File: src/rtl/sram_scheduler_if.sv
// Signal bundle between the scheduler and its neighbours: buttons, adc/dac
// sample handshakes, the single SRAM command port and the status outputs.
interface sram_scheduler_if #(
    parameter int ADDR_W = 18,
    parameter int DATA_W = 16
);
    logic              play;
    logic              record;
    logic              wr_req;
    logic [DATA_W-1:0] wr_data;
    logic              rd_req;
    logic [DATA_W-1:0] rd_data;
    logic              rd_valid;
    logic [ADDR_W-1:0] mem_addr;
    logic              mem_read;
    logic              mem_write;
    logic [DATA_W-1:0] mem_wdata;
    logic [DATA_W-1:0] mem_rdata;
    logic [1:0]        mode;
    logic [ADDR_W:0]   rec_len;
    logic              full;

    modport master (
        output play, record, wr_req, wr_data, rd_req, mem_rdata,
        input  rd_data, rd_valid, mem_addr, mem_read, mem_write, mem_wdata,
               mode, rec_len, full
    );

    modport slave (
        input  play, record, wr_req, wr_data, rd_req, mem_rdata,
        output rd_data, rd_valid, mem_addr, mem_read, mem_write, mem_wdata,
               mode, rec_len, full
    );
endinterface

File: src/rtl/sram_scheduler.sv
// Audio recorder SRAM controller: mode FSM from button edges, pointer ownership,
// and a single serialised read/write command stream with fixed-latency dac replies.
module sram_scheduler #(
    parameter int ADDR_W = 18,
    parameter int DATA_W = 16
) (
    input  logic              clk,
    input  logic              reset,
    sram_scheduler_if.slave   bus
);
    typedef enum logic [1:0] {
        IDLE   = 2'd0,
        RECORD = 2'd1,
        PLAY   = 2'd2,
        PAUSE  = 2'd3
    } mode_t;

    localparam logic [ADDR_W:0] LAST_WORD = {1'b0, {ADDR_W{1'b1}}};

    mode_t             state, state_nx;
    logic              play_q, record_q;
    logic              pe, re;
    logic [ADDR_W-1:0] wptr;
    logic [ADDR_W:0]   rptr, rec_len;
    logic              full;
    logic              wr_ok, rd_ok;
    logic [ADDR_W-1:0] mem_addr;
    logic              mem_read, mem_write;
    logic [DATA_W-1:0] mem_wdata;
    logic [1:0]        vld_pipe;
    logic [1:0]        mem_pipe;
    logic [DATA_W-1:0] rd_hold;

    assign re    = bus.record & ~record_q;
    assign pe    = bus.play & ~play_q & ~re;
    assign wr_ok = bus.wr_req && (state == RECORD) && !full;
    assign rd_ok = bus.rd_req && (state == PLAY) && (rptr < rec_len);

    always_comb begin
        state_nx = state;
        case (state)
            IDLE: begin
                if (re)                          state_nx = RECORD;
                else if (pe && rec_len != '0)    state_nx = PLAY;
            end
            RECORD: begin
                if (re || pe || full)            state_nx = IDLE;
            end
            PLAY: begin
                if (re)                          state_nx = IDLE;
                else if (pe)                     state_nx = PAUSE;
                else if (rptr == rec_len)        state_nx = IDLE;
            end
            PAUSE: begin
                if (re)                          state_nx = IDLE;
                else if (pe)                     state_nx = PLAY;
            end
            default:                             state_nx = IDLE;
        endcase
    end

    always_ff @(posedge clk) begin
        if (reset) begin
            state     <= IDLE;
            play_q    <= 1'b1;
            record_q  <= 1'b1;
            wptr      <= '0;
            rptr      <= '0;
            rec_len   <= '0;
            full      <= 1'b0;
            mem_addr  <= '0;
            mem_read  <= 1'b0;
            mem_write <= 1'b0;
            mem_wdata <= '0;
            vld_pipe  <= '0;
            mem_pipe  <= '0;
            rd_hold   <= '0;
        end else begin
            state     <= state_nx;
            play_q    <= bus.play;
            record_q  <= bus.record;
            mem_write <= wr_ok;
            mem_read  <= rd_ok;

            if (wr_ok) begin
                mem_addr  <= wptr;
                mem_wdata <= bus.wr_data;
                wptr      <= wptr + 1'b1;
                rec_len   <= rec_len + 1'b1;
                if (rec_len == LAST_WORD) full <= 1'b1;
            end else if (rd_ok) begin
                mem_addr <= rptr[ADDR_W-1:0];
                rptr     <= rptr + 1'b1;
            end

            // New take discards the old one; play from idle rewinds.
            if (state == IDLE && re) begin
                wptr    <= '0;
                rec_len <= '0;
                full    <= 1'b0;
            end
            if (state == IDLE && pe && rec_len != '0) rptr <= '0;

            // Every dac request is answered two cycles later; only some went to memory.
            vld_pipe <= {vld_pipe[0], bus.rd_req};
            mem_pipe <= {mem_pipe[0], rd_ok};

            if (vld_pipe[0] && !mem_pipe[0])     rd_hold <= '0;
            else if (vld_pipe[1] && mem_pipe[1]) rd_hold <= bus.mem_rdata;
        end
    end

    // Memory data lands in the reply cycle itself, so it is steered straight
    // through while valid and then held for the dac.
    assign bus.rd_data   = (vld_pipe[1] && mem_pipe[1]) ? bus.mem_rdata : rd_hold;
    assign bus.rd_valid  = vld_pipe[1];
    assign bus.mem_addr  = mem_addr;
    assign bus.mem_read  = mem_read;
    assign bus.mem_write = mem_write;
    assign bus.mem_wdata = mem_wdata;
    assign bus.mode      = state;
    assign bus.rec_len   = rec_len;
    assign bus.full      = full;
endmodule
File: src/flat_wrapper.sv
// flat-port wrapper written by rule: the top's interface ports become plain ports
module sram_scheduler_flat 
#(
    parameter int ADDR_W = 18,
    parameter int DATA_W = 16
)
  (clk, reset, bus_play, bus_record, bus_wr_req, bus_wr_data, bus_rd_req, bus_mem_rdata, bus_rd_data, bus_rd_valid, bus_mem_addr, bus_mem_read, bus_mem_write, bus_mem_wdata, bus_mode, bus_rec_len, bus_full);
  sram_scheduler_if #(.ADDR_W(ADDR_W), .DATA_W(DATA_W)) bus_i ();
  input  logic clk;
  input  logic reset;
  input wire logic [$bits(bus_i.play)-1:0] bus_play;
  input wire logic [$bits(bus_i.record)-1:0] bus_record;
  input wire logic [$bits(bus_i.wr_req)-1:0] bus_wr_req;
  input wire logic [$bits(bus_i.wr_data)-1:0] bus_wr_data;
  input wire logic [$bits(bus_i.rd_req)-1:0] bus_rd_req;
  input wire logic [$bits(bus_i.mem_rdata)-1:0] bus_mem_rdata;
  output wire logic [$bits(bus_i.rd_data)-1:0] bus_rd_data;
  output wire logic [$bits(bus_i.rd_valid)-1:0] bus_rd_valid;
  output wire logic [$bits(bus_i.mem_addr)-1:0] bus_mem_addr;
  output wire logic [$bits(bus_i.mem_read)-1:0] bus_mem_read;
  output wire logic [$bits(bus_i.mem_write)-1:0] bus_mem_write;
  output wire logic [$bits(bus_i.mem_wdata)-1:0] bus_mem_wdata;
  output wire logic [$bits(bus_i.mode)-1:0] bus_mode;
  output wire logic [$bits(bus_i.rec_len)-1:0] bus_rec_len;
  output wire logic [$bits(bus_i.full)-1:0] bus_full;
  assign bus_i.play = bus_play;
  assign bus_i.record = bus_record;
  assign bus_i.wr_req = bus_wr_req;
  assign bus_i.wr_data = bus_wr_data;
  assign bus_i.rd_req = bus_rd_req;
  assign bus_i.mem_rdata = bus_mem_rdata;
  assign bus_rd_data = bus_i.rd_data;
  assign bus_rd_valid = bus_i.rd_valid;
  assign bus_mem_addr = bus_i.mem_addr;
  assign bus_mem_read = bus_i.mem_read;
  assign bus_mem_write = bus_i.mem_write;
  assign bus_mem_wdata = bus_i.mem_wdata;
  assign bus_mode = bus_i.mode;
  assign bus_rec_len = bus_i.rec_len;
  assign bus_full = bus_i.full;
  sram_scheduler #(.ADDR_W(ADDR_W), .DATA_W(DATA_W)) u_core (.clk(clk), .reset(reset), .bus(bus_i));
endmodule
File: config.mk
export PLATFORM = sky130hd
export DESIGN_NAME = sram_scheduler_flat
export DESIGN_NICKNAME = d
export VERILOG_FILES = /design/src/rtl/sram_scheduler_if.sv /design/src/rtl/sram_scheduler.sv /design/src/flat_wrapper.sv
export SDC_FILE = /design/constraint.sdc
export NUM_CORES = 1
export LEC_CHECK = 0
export CAP_MARGIN = 20
export CORE_MARGIN = 3
export CORE_UTILIZATION = 55
export CTS_CLUSTER_DIAMETER = 80
export CTS_CLUSTER_SIZE = 30
export DETAILED_ROUTE_END_ITERATION = 10
export GPL_ROUTABILITY_DRIVEN = 0
export PLACE_DENSITY = 0.86
export SKIP_CTS_REPAIR_TIMING = 1
export SYNTH_ARGS = -nofsm -noshare
export SYNTH_HDL_FRONTEND = slang
export SYNTH_SLANG_ARGS = --single-unit
File: constraint.sdc
create_clock -name clk -period 6.36 [get_ports clk]
set_clock_uncertainty 0.2 [all_clocks]
set_input_delay 0.954 -clock clk [delete_from_list [all_inputs] [get_ports clk]]
set_output_delay 0.954 -clock clk [all_outputs]
set_load 0.005 [all_outputs]
Word level (Yosys, flattened, before mapping)

Cells that the tools add are included.

Register bits after elaboration: 117
Input bits: 38
Output and inout bits: 75
Word-level logic and storage cells: 69

Add/sub/neg operators: 3
Magnitude comparators: 1
Eq/ne operators: 9
Multiplexer cells: 12
Bitwise gates (word level): 7
Reduce and logical (&&, ||, !) cells: 23

Operators with widths:

| kind                  | count |
|---|---|
| $add 19x1->19 const B | 2 |
| $mux 18               | 2 |
| $eq 19x18->1 const B  | 1 |
| $eq 19x19->1          | 1 |
| $lt 19x19->1          | 1 |
| $reduce_bool 19->1    | 1 |
| $add 18x1->18 const B | 1 |
| $mux 16               | 1 |
| $mux 2                | 8 |
| $logic_and 1x1->1     | 10 |
| $pmux 2 s4            | 1 |
| $ne 3x1->1 const B    | 2 |
| $reduce_or 2->1       | 3 |
| $eq 2x2->1 const B    | 2 |
| $ne 4x2->1 const B    | 1 |
| $not 1->1             | 4 |
| $reduce_and 2->1      | 2 |
| $reduce_and 4->1      | 1 |
| $and 1x1->1           | 3 |
| $eq 2x1->1 const B    | 1 |
| $logic_not 1->1       | 2 |
| $logic_not 2->1       | 1 |
| $logic_or 1x1->1      | 2 |
| $ne 2x2->1 const B    | 1 |
| $reduce_bool 2->1     | 1 |

Depth between registers and ports, before layout

Depth in word-level cells: 8
Depth in mapped cells: 10
Mapped depth without buffers: 8

Worst setup path after synthesis

OpenSTA, ideal clock, no wires.

Kind: input port to flip-flop
From: input port bus_wr_req
To: register u_core.rec_len[16] (netlist: u_core.bus.rec_len[16])
Setup time: 71 ps
Arrival time: 2368 ps
Required time: 6089 ps
Path slack: 3722 ps
Stages on the path: 6
Path buffers: 1
Cell sequence: nand4bb_1 or4_1 buf_2 or2_1 or3_1 a21oi_1

Word-level cells in the longest chain between the ends: 2

RTL lines:

| what                            | RTL line             | RTL |
|---|---|---|
| start, declared                 | flat_wrapper.sv:13   | `input wire logic [$bits(bus_i.wr_req)-1:0] bus_wr_req;` |
| $logic_and 1x1->1 (2 in series) | sram_scheduler.sv:36 | `assign wr_ok = bus.wr_req && (state == RECORD) && !full;` |
| end signal, assigned            | sram_scheduler.sv:89 | `rec_len <= rec_len + 1'b1;` |
| end, declared                   | sram_scheduler.sv:24 | `logic [ADDR_W:0] rptr, rec_len;` |

Every way passes these cells.
A chain may end at the register's enable or synchronous reset.

Worst setup path after layout

From: register u_core.rec_len[16] (netlist: u_core.bus.rec_len[16])
To: register u_core.mem_addr[15] (netlist: u_core.bus.mem_addr[15])

Word-level cells in the longest chain between the ends: 3

RTL lines:

| what                               | RTL line             | RTL |
|---|---|---|
| $lt 19x19->1                       | sram_scheduler.sv:37 | `assign rd_ok = bus.rd_req && (state == PLAY) && (rptr < rec_len);` |
| $logic_and 1x1->1                  | sram_scheduler.sv:37 |  |
| $reduce_bool 2->1 (no source line) | n/a                  |  |
| end signal, assigned               | sram_scheduler.sv:86 | `mem_addr <= wptr;` |
| end signal, assigned               | sram_scheduler.sv:92 | `mem_addr <= rptr[ADDR_W-1:0];` |
| end, declared                      | sram_scheduler.sv:27 | `logic [ADDR_W-1:0] mem_addr;` |

Every way passes these cells.

==> results.py <==
metrics = {
    "synthesis": {
        "ys_warn_count": 0,
        "synth_top_area_share_pct": 43.9,
        "syn_area_um2": 5290,
        "synth_edf_count": 0,
        "syn_nets": 668,
        "ys_seq_area_share_pct": 43.9,
        "synthTopCellsByArea": "dfxtp_1 (44%), ha_1 (5.4%), nor2_1 (5.1%)",
        "syn_area_per_cell_um2": 8.71,
        "synth-seq-cells": 116,
        "ys_async_sr_fraction_pct": 0,
        "ys_types": 44,
        "syn_inst": 607,
        "synth_flop_cell": "dfxtp_1",
        "synth_top_cell_by_area": "dfxtp_1",
    },
    "global_route": {
        "overflow": 0,
        "track_usage_pct": 28.2,
        "antenna_found_initial": 0,
        "grt_max_degree": 57,
        "grt_pass1_vias": 4891,
        "grt_pass1_wl_mm": 24.9,
    },
    "hold_path": {
        "hp-class": "reg -> reg",
        "min_delay_path_depth": 2,
        "hold_start": "u_core.bus.mem_wdata[0]",
        "holdPathEnd": "u_core.bus.mem_wdata[0]",
    },
    "timing": {
        "tightest_slew_ns": 0.750,
        "relSlewSlack_pct": 49.6,
        "maxSlewViolCount": 0,
        "finalWorstSetupSlack_ns": 2.89,
        "setup_violations": 0,
        "holdWs_ns": 0.258,
        "post-route-period-util_pct": 54.6,
        "max_freq_mhz": 288,
        "tns_ns": 0,
        "post-route-min-period_ns": 3.47,
        "hold_viol": 0,
        "grt_setup_unrepaired": "no",
    },
    "cells_and_area": {
        "area_growth_syn_to_layout_pct": 33.2,
        "nNetsFinal": 774,
        "drive_gt1_share_pct": 10.9,
        "antenna_cells_inserted": 0,
        "fillers": 638,
    },
    "clock_tree": {
        "h-tree-depth": 4,
        "clkTransAtPathRegs_ns": 0.06,
        "numCtsBuffers": 17,
        "clk_path_buf_depth": 2,
        "clkLatencyLatePin_ns": 0.53,
        "cts.sinks": 116,
        "cts_tree": "yes",
        "clockRootBuffer": "clkbuf_8",
    },
    "worst_setup_path": {
        "worstSetupPathType": "reg -> reg",
        "cp_max_fo": 56,
        "cp_cell_sequence": "inv_1 > ha_1 > nand4_1 > nor4_1 > o21ai_0 > nand4_1 > buf_4 > nand2_1 > o221a_2",
        "arrival_ns": 3.69,
        "r2r_end": "u_core.bus.mem_addr[15]",
        "slowest_stage": "nand2_1",
        "cp-end-kind": "flip-flop",
        "cp_common_cell": "nand4_1",
        "critPathLaunchType": "flip-flop",
        "required_ns": 6.57,
        "cpPeakStageDelay_ns": 0.52,
        "reg2reg_from": "u_core.bus.rec_len[16]",
        "rrSetupSlack_ns": 2.89,
        "reg2reg_depth": 9,
    },
    "power_and_ir_drop": {
        "power_density_nw_per_um2": 239,
        "p_clk_share_pct": 51.2,
        "p_comb_share_pct": 4.8,
        "switching_share_pct": 24.7,
        "ir_drop_uv": 173,
        "p_leak_nw": 2.61,
        "p_seq_share_pct": 44.0,
        "power_switching_mw": 0.416,
        "p_int_mw": 1.27,
    },
    "drt": {
        "route.detailed.drc": 0,
        "antenna_left": 0,
        "routed_via_density": 5.89,
        "drt_wl_total_mm": 15.3,
        "first_pass_iters": 8,
        "avgRoutedWirePerCell_um": 17.9,
        "vias": 5033,
        "drt_iter0_markers": 457,
    },
    "floorplanning": {
        "rows": 35,
        "die_area_um2": 10800,
        "die_h_um": 104,
        "boundaryPins": 113,
        "chipWidth_um": 104,
        "start_util_pct": 57.0,
        "coreArea_um2": 9280,
    },
    "run_status": {
        "status": "complete, no violations",
    },
    "run": {
        "maxCapViolCount": 0,
    },
    "place": {
        "io_buffers": 112,
        "dp_hpwl_mm": 10.4,
        "dp_slack_ns": 2.80,
    },
}
area by class of cell:
type                            instances  area [um2]  share of cell area [%]
Tap cell                              129         161                    2.29
Inverter                               31         116                    1.65
Sequential cell                       116        2320                    33.0
Clock inverter                         14         121                    1.72
Clock buffer                           18         418                    5.93
Multi-Input combinational cell        430        2750                    39.0
Timing Repair Buffer                  117        1160                    16.4
power groups by stage:
stage               Combinational [mW]  Clock (mW)  Sequential (mW)
CTS                             0.0801       0.867            0.741
detailed placement              0.0788           0            0.756
finish                          0.0806       0.863            0.741
global route                    0.0863       0.898            0.741
floorplan                       0.0315           0            0.756
global placement                0.0768           0            0.756
state kept, by name, indices dropped and copies added, names as in the netlist:
| name | count |
|---|---|
| u_core.mem_pipe | 2 |
| u_core.bus.mode | 2 |
| u_core.rptr | 19 |
| u_core.bus.mem_wdata | 16 |
| u_core.vld_pipe | 2 |
| u_core.record_q | 1 |
| u_core.bus.rec_len | 19 |
| u_core.rd_hold | 16 |
| u_core.play_q | 1 |
| u_core.bus.mem_write | 1 |
| u_core.bus.full | 1 |
| u_core.bus.mem_addr | 18 |
| u_core.wptr | 18 |
cell usage in the layout (no fill, tap or decap), types with 7 or more instances in the layout:
cell type,instances
o221a_2,13
nand4_1,15
or4_1,9
xnor2_1,20
nand2_1,64
mux2_2,16
nor2_1,72
xor2_1,9
o31ai_1,8
and3_1,7
dfxtp_1,116
nand3_1,13
o21ai_0,19
ha_1,23
clkdlybuf4s50_1,112
clkbuf_16,16
a21oi_1,53
nor2b_1,23
or3_1,14
inv_1,31
worst max-delay path by stage:
stage                           start                 endpoint  depth (start not counted)
2_1_floorplan              bus_wr_req   u_core.bus.rec_len[16]                          6
3_3_place_gp               bus_wr_req          u_core.wptr[17]                          8
3_5_place_dp               bus_wr_req          u_core.wptr[17]                          8
4_1_cts        u_core.bus.rec_len[18]   u_core.bus.mem_addr[7]                          9
5_1_grt        u_core.bus.rec_len[16]  u_core.bus.mem_addr[15]                          9
6_report       u_core.bus.rec_len[16]  u_core.bus.mem_addr[15]                          9
per-layer routing:
layer | wire (um) | share of wire [%] | track usage [%]
met5 | 0 | 0 | 0
met4 | 461 | 3.0 | 11.5
met3 | 1250 | 8.1 | 7.08
met2 | 7500 | 49 | 46.9
met1 | 6130 | 40 | 35.0
metrics by stage:
stage               std cells  util [%]  area, um2  power [mW]
finish                    855      75.9       7050        1.68
CTS                       855      75.9       7050        1.69
detailed placement        823      70.1       6510       0.835
global placement          823      70.1       6510       0.833
floorplan                 607         -       5290       0.787
global route              855      75.9       7050        1.73
synthesized netlist by cell type, types with 7 or more instances:
cell type  instances
a21oi_1           53
and3_1             7
clkbuf_1          19
dfxtp_1          116
ha_1              23
inv_1             31
mux2_2            16
nand2_1           64
nand3_1           13
nand4_1           15
nor2_1            72
nor2b_1           23
o21ai_0           19
o221a_2           13
o31ai_1            8
or3_1             14
or4_1              9
xnor2_1           20
xor2_1             9
logic make-up (layout without fill, tap and decap cells):
| kind of cell | count (synthesis) | after routing | share of synthesized area, % |
|---|---|---|---|
| adders and majority gates | 23 | 23 | 5.44 |
| DFF | 116 | 116 | 43.9 |
| xor gates and xnor gates | 29 | 29 | 4.80 |
| and+or+nand+nor | 251 | 251 | 24.3 |
| AOI/OAI and AO/OA | 105 | 105 | 12.4 |
| buffers and inverters | 61 | 180 | 4.52 |
| muxes | 22 | 22 | 4.54 |
critical path: cells and delay by family, from the launching register on:
family | cells | cell delay, ns
flops | 1 | 0.40
compound gates | 2 | 0.54
fa+ha+maj | 1 | 0.32
buf+inv | 2 | 0.62
simple gates | 4 | 1.24
Power figures use the tool's default switching activity.
